--- config.mk ---
export PLATFORM = sky130hd
export DESIGN_NAME = dense_accum
export DESIGN_NICKNAME = d
export VERILOG_FILES = /design/src/rtl/dense_pkg.sv /design/src/rtl/dense_round_sat.sv /design/src/rtl/dense_accum.sv
export SDC_FILE = /design/constraint.sdc
export NUM_CORES = 2
export LEC_CHECK = 0
export CAP_MARGIN = 20
export CORE_MARGIN = 1.5
export CORE_UTILIZATION = 49
export CTS_CLUSTER_DIAMETER = 60
export CTS_CLUSTER_SIZE = 10
export DETAILED_ROUTE_END_ITERATION = 10
export GPL_ROUTABILITY_DRIVEN = 0
export PLACE_DENSITY = 0.7
export RECOVER_POWER = 50
export SYNTH_ARGS = -nofsm -noshare
export SYNTH_HDL_FRONTEND = slang
export SYNTH_SLANG_ARGS = --single-unit
--- constraint.sdc ---
create_clock -name clk -period 5.7 [get_ports clk]
set_clock_uncertainty 0.15 [all_clocks]
set_input_delay 1.14 -clock clk [delete_from_list [all_inputs] [get_ports clk]]
set_output_delay 1.14 -clock clk [all_outputs]
set_load 0.01 [all_outputs]
--- src/rtl/dense_pkg.sv ---
// Shared types and helpers for the dense-layer accumulator: FSM state
// encoding and the accumulator width rule.
package dense_pkg;

  typedef enum logic [1:0] {
    IDLE  = 2'd0,
    ACCUM = 2'd1,
    ROUND = 2'd2,
    OUT   = 2'd3
  } dense_state_t;

  // Product width plus growth for M additions plus one guard bit.
  function automatic int acc_width(input int width, input int m);
    return 2 * width + $clog2(m) + 1;
  endfunction

endpackage

--- src/rtl/dense_round_sat.sv ---
// One output lane: bias add, round-half-up, arithmetic shift by FRAC, then
// narrow to WIDTH (clamp when DENSE_SAT_EN is defined, wrap otherwise).
module dense_round_sat #(
  parameter int WIDTH = 16,
  parameter int FRAC  = 8,
  parameter int ACC_W = 36
) (
  input  logic [ACC_W-1:0] acc,
  input  logic [WIDTH-1:0] bias,
  output logic [WIDTH-1:0] res,
  output logic             sat
);

  // One extra bit so the bias and rounding adds can never wrap.
  localparam int SW = ACC_W + 1;

  logic signed [SW-1:0] acc_s;
  logic signed [SW-1:0] bias_s;
  logic signed [SW-1:0] half_s;
  logic signed [SW-1:0] sum_s;
  logic signed [SW-1:0] r_s;

  assign acc_s  = {acc[ACC_W-1], acc};
  assign bias_s = {{(SW-WIDTH){bias[WIDTH-1]}}, bias} << FRAC;
  assign half_s = {{(SW-1){1'b0}}, 1'b1} << (FRAC - 1);
  assign sum_s  = acc_s + bias_s + half_s;
  assign r_s    = sum_s >>> FRAC;

`ifdef DENSE_SAT_EN
  localparam logic signed [SW-1:0] MAXV = {{(SW-WIDTH+1){1'b0}}, {(WIDTH-1){1'b1}}};
  localparam logic signed [SW-1:0] MINV = {{(SW-WIDTH+1){1'b1}}, {(WIDTH-1){1'b0}}};

  // Clamp to the signed WIDTH range and flag when clamping happened.
  always_comb begin
    res = r_s[WIDTH-1:0];
    sat = 1'b0;
    if (r_s > MAXV) begin
      res = MAXV[WIDTH-1:0];
      sat = 1'b1;
    end else if (r_s < MINV) begin
      res = MINV[WIDTH-1:0];
      sat = 1'b1;
    end else begin
      res = r_s[WIDTH-1:0];
      sat = 1'b0;
    end
  end
`else
  logic unused_s;

  assign res      = r_s[WIDTH-1:0];
  assign sat      = 1'b0;
  assign unused_s = ^r_s[SW-1:WIDTH];
`endif

endmodule

--- src/rtl/dense_accum.sv ---
// Dense-layer MAC accumulator feeding relu: N lanes, M beats per frame.
// Optional output clamping is enabled by defining DENSE_SAT_EN.
module dense_accum
  import dense_pkg::*;
#(
  parameter int WIDTH = 16,
  parameter int N     = 4,
  parameter int M     = 8,
  parameter int FRAC  = 8
) (
  input  logic                 clk,
  input  logic                 rst,
  input  logic                 in_valid,
  output logic                 in_ready,
  input  logic [WIDTH-1:0]     in_data,
  input  logic [N*WIDTH-1:0]   w_col,
  input  logic [N*WIDTH-1:0]   bias,
  output logic                 out_valid,
  input  logic                 out_ready,
  output logic [N*WIDTH-1:0]   out_vec,
  output logic [N-1:0]         sat_flag
);

  localparam int ACC_W = acc_width(WIDTH, M);
  localparam int KW    = (M > 1) ? $clog2(M) : 1;
  localparam logic [KW-1:0] K_LAST = KW'(M - 1);

  dense_state_t state_r, state_s;
  logic [KW-1:0] k_r;
  logic accept_s;
  logic last_s;

  logic signed [ACC_W-1:0]   acc_r  [N];
  logic signed [2*WIDTH-1:0] prod_s [N];
  logic signed [ACC_W-1:0]   pext_s [N];
  logic [WIDTH-1:0]          res_s  [N];
  logic [N-1:0]              sat_s;
  logic [N*WIDTH-1:0]        out_vec_r;
  logic [N-1:0]              sat_r;

  assign in_ready  = (state_r == ACCUM);
  assign out_valid = (state_r == OUT);
  assign accept_s  = in_valid && in_ready;
  assign last_s    = accept_s && (k_r == K_LAST);
  assign out_vec   = out_vec_r;
  assign sat_flag  = sat_r;

  // Next-state decode for the frame sequencer.
  always_comb begin
    state_s = state_r;
    case (state_r)
      IDLE:  state_s = ACCUM;
      ACCUM: begin
        if (last_s) state_s = ROUND;
        else        state_s = ACCUM;
      end
      ROUND: state_s = OUT;
      OUT: begin
        if (out_ready) state_s = ACCUM;
        else           state_s = OUT;
      end
      default: state_s = IDLE;
    endcase
  end

  // State register.
  always_ff @(posedge clk or posedge rst) begin
    if (rst) state_r <= IDLE;
    else     state_r <= state_s;
  end

  // Full-width signed products, sign-extended to the accumulator width.
  always_comb begin
    for (int j = 0; j < N; j++) begin
      prod_s[j] = {{WIDTH{in_data[WIDTH-1]}}, in_data} *
                  {{WIDTH{w_col[j*WIDTH+WIDTH-1]}}, w_col[j*WIDTH +: WIDTH]};
      pext_s[j] = {{(ACC_W-2*WIDTH){prod_s[j][2*WIDTH-1]}}, prod_s[j]};
    end
  end

  // Accumulators and beat counter; both clear in ROUND once consumed.
  always_ff @(posedge clk or posedge rst) begin
    if (rst) begin
      k_r <= '0;
      for (int j = 0; j < N; j++) acc_r[j] <= '0;
    end else if (accept_s) begin
      k_r <= k_r + KW'(1'b1);
      for (int j = 0; j < N; j++) acc_r[j] <= acc_r[j] + pext_s[j];
    end else if (state_r == ROUND) begin
      k_r <= '0;
      for (int j = 0; j < N; j++) acc_r[j] <= '0;
    end else begin
      k_r <= k_r;
    end
  end

  for (genvar j = 0; j < N; j++) begin : g_lane
    dense_round_sat #(
      .WIDTH (WIDTH),
      .FRAC  (FRAC),
      .ACC_W (ACC_W)
    ) u_round (
      .acc  (acc_r[j]),
      .bias (bias[j*WIDTH +: WIDTH]),
      .res  (res_s[j]),
      .sat  (sat_s[j])
    );
  end

  // Result registers load in ROUND and hold through OUT and the next frame.
  always_ff @(posedge clk or posedge rst) begin
    if (rst) begin
      out_vec_r <= '0;
      sat_r     <= '0;
    end else if (state_r == ROUND) begin
      for (int j = 0; j < N; j++) out_vec_r[j*WIDTH +: WIDTH] <= res_s[j];
      sat_r <= sat_s;
    end else begin
      out_vec_r <= out_vec_r;
      sat_r     <= sat_r;
    end
  end

endmodule
==> results.cfg <==
[outcome]
status = finished, violations left
violations = capacitance limit, slew limit, setup timing

[floorplanning]
dieWidth_um = 300
initial_standard_cell_utilization_of_the_core_pct = 49.6
io_pins = 218
design.core.area_um2 = 86900
rows = 108
dieHeight_um = 300
dieArea_um2 = 89700

[layout]
post_route_cells_drive_above_1_share_pct = 19.6
final_nets = 6920
area_growth_pct = 25.7
instances_no_fill = 6718

[synthesis]
postSynthAreaPerCell_um2 = 8.77
synth_edf_count = 0
postSynthCellCount = 4911
synth_sequential_area_ratio_pct = 9.58
mappedNetlistArea_um2 = 43100
yosys.cell_types.count = 73
postSynthRegisterBits = 165
yosysWarnings = 0
async_flop_share_pct = 100
main_synth_ff_type = sky130_fd_sc_hd__dfrtp_1

[critical_path]
cp_cell_sequence = dlygate4sd2_1, buf_12, buf_4, nand2_1, fa_1, inv_1, ha_1, ha_1, inv_1, fa_1, inv_1, fa_1, inv_1, fa_1, inv_2, ha_4, a21o_1, or4_4, o221ai_4, a21oi_4, a311oi_2, a21oi_1, xnor2_1, o21ai_1
crit_path_max_fanout = 10
cp_slowest_stage_delay_ps = 530
critPathBufInv = 8
worst_r2r_startpoint = acc_r[119]$_DFFE_PP0P_
worst_ep_arrival_time_ps = 6550
cp-start-kind = input pin
worst_setup_path_end_kind = flop
critical-path-top-delay-family = adder cells
criticalPathCategory = input pin to flop
cp-startpoint = w_col[8]
critPathRequiredTime_ps = 5960
cp_slowest_cell = sky130_fd_sc_hd__fa_1

[cts]
cts-buffers-inserted = 17
root_buffer = sky130_fd_sc_hd__clkbuf_16
worst_skew_pair.late_latency_ps = 560
clk_pin_slew_worst_paths_ps = 80
clock_tree.buffer_depth = 2
cts.sink_count = 165
cts-htree-levels = 4
cts_tree = done
cts.hold.buffers_added = 0

[detailed_routing]
wl_per_cell_um = 18.1
drt_first_iter_violations = 1918
routed-via-count = 33900
postRouteWirelength_um = 122000
via_per_inst = 5.05
drc_errors = 0
antenna_violating_nets_post_route = 0
drtPass1Iterations = 7

[placed_design]
placed_cells = 6553
port_buffers = 213
dpl.hpwl_um = 93200

[worst_hold_path]
worst_hold_path_type = flop to flop
worstHoldStart = out_vec[56]$_DFFE_PP0P_

[sta]
timing.final.crit_share_pct = 110
slew_viol_final = 254
relSlewSlack_pct = -101
worst-slew-pin-transition_ps = 3010
timing.final.ws_setup_ps = -588
finalHoldViolCount = 0
maxClockFrequency_ghz = 0.159
rsz_0062_raised_after_global_routing = true
setup_violation_total_in_the_final_timing_report = 45
finalCriticalPeriod_ps = 6290

[grt]
largest_net_degree_at_the_start_of_global_routing = 116
via_count_of_the_first_global_routing_pass = 36200
grt_antenna_before_repair = 16
global_route.overflow_total = 0
grt.total_usage_pct = 28.0
grt_first_pass_wirelength_um = 194000

[run]
timing.max_cap.violations = 4
[cell usage in the layout, fill, tap and decap left out, drive strengths merged, types with 34 or more instances in the layout]
cell type | synthesis | final
xnor2 | 140 | 140
inv | 1278 | 1282
dfrtp | 165 | 165
o21ai | 186 | 186
a21o | 47 | 47
buf | 13 | 627
nand2 | 493 | 493
nor2 | 87 | 87
xor2 | 80 | 80
clkbuf | 204 | 34
nand3 | 89 | 89
and2 | 541 | 541
a21oi | 94 | 94
clkdlybuf4s50 | 0 | 132
fa | 840 | 840
ha | 386 | 386
[worst min-delay path: stages, from the launching register on]
cell and delay, ps:
sky130_fd_sc_hd__dfrtp_1 350, sky130_fd_sc_hd__nand2_1 40, sky130_fd_sc_hd__o21ai_0 60
[path summary, 6_finish.rpt]
| kind | endpoint | slack, ps | cells past startpoint |
|---|---|---|---|
| max | acc_r[131]$_DFFE_PP0P_ | -590 | 24 |
| min | out_vec[56]$_DFFE_PP0P_ | 330 | 2 |
| max reg2reg | acc_r[131]$_DFFE_PP0P_ | 540 | 18 |
| min reg2reg | out_vec[56]$_DFFE_PP0P_ | 330 | 2 |
| max in group asynchronous | out_vec[36]$_DFFE_PP0P_ | 1060 | 4 |
| min in group asynchronous | out_vec[7]$_DFFE_PP0P_ | 2060 | 3 |
[cells in the mapped netlist (25+ instances only)]
| master | n | area, µm² |
|---|---|---|
| sky130_fd_sc_hd__a21o_1 | 47 | 353 |
| sky130_fd_sc_hd__a21oi_1 | 92 | 460 |
| sky130_fd_sc_hd__and2_1 | 541 | 3380 |
| sky130_fd_sc_hd__clkbuf_1 | 204 | 766 |
| sky130_fd_sc_hd__dfrtp_1 | 165 | 4130 |
| sky130_fd_sc_hd__fa_1 | 840 | 16800 |
| sky130_fd_sc_hd__ha_1 | 386 | 4830 |
| sky130_fd_sc_hd__inv_1 | 1278 | 4800 |
| sky130_fd_sc_hd__nand2_1 | 493 | 1850 |
| sky130_fd_sc_hd__nand3_1 | 89 | 445 |
| sky130_fd_sc_hd__nor2_1 | 87 | 327 |
| sky130_fd_sc_hd__nor3_1 | 25 | 125 |
| sky130_fd_sc_hd__o21ai_0 | 173 | 866 |
| sky130_fd_sc_hd__xnor2_1 | 140 | 1230 |
| sky130_fd_sc_hd__xor2_1 | 80 | 701 |
[layout make-up]
cell class | count | area (µm²)
diodes | 4 | 10.0
fillers | 7081 | 32700
clock inverters | 15 | 166
repair buffers | 830 | 8270
flip-flops and latches | 165 | 4130
multi-input cells | 3254 | 34900
inverters | 1278 | 4810
clock buffers | 17 | 425
well taps | 1155 | 1450
[flip-flops by register name, summed over array words and instances (netlist names)]
signal   count
out_vec     64
acc_r       96
k_r          3
state_r      2
[stage by stage]
step / instance area [µm²] / worst slack (ps) / hold slack (ps) / util (%) / TNS [ps]
finish: 54200 / -588 / 333 / 62.4 / -15270
floorplan: 44200 / -957 / 317 / - / -20790
global placement: 50600 / -1550 / 311 / 58.2 / -61660
detailed placement: 50600 / -1590 / 320 / 58.2 / -64130
global route: 54200 / -776 / 358 / 62.3 / -22310
CTS: 53200 / -571 / 339 / 61.3 / -12790
[routing by layer]
layer	wire (µm)	global-route usage [%]	up-vias
li1	-	-	15800
met1	50100	36.0	16900
met2	58300	46.0	988
met3	8810	6.39	229
met4	4560	10.9	18
met5	115	0.370	-
[timing repair]
action | 4_1_cts | 5_1_grt
pin swaps | 207 | 174
setup endpoints to repair | 56 | 55
gates resized for setup | 411 | 193
buffers inserted | 75 | 45
cloned | 23 | 4
[kinds of logic after synthesis]
logic type / count (synthesis) / synth area share, %
and+or+nand+nor: 1340 / 15.8
adders and majority gates: 1226 / 50.2
other: 1 / 0.00870
DFF: 165 / 9.58
xor gates and xnor gates: 220 / 4.47
muxes: 2 / 0.0465
AOI/OAI and AO/OA: 462 / 6.74
buffers and inverters: 1495 / 13.1
Power is left out: the tool's default activity adds up to more than one toggle a clock period on the data nets, which glitch-free logic cannot reach.
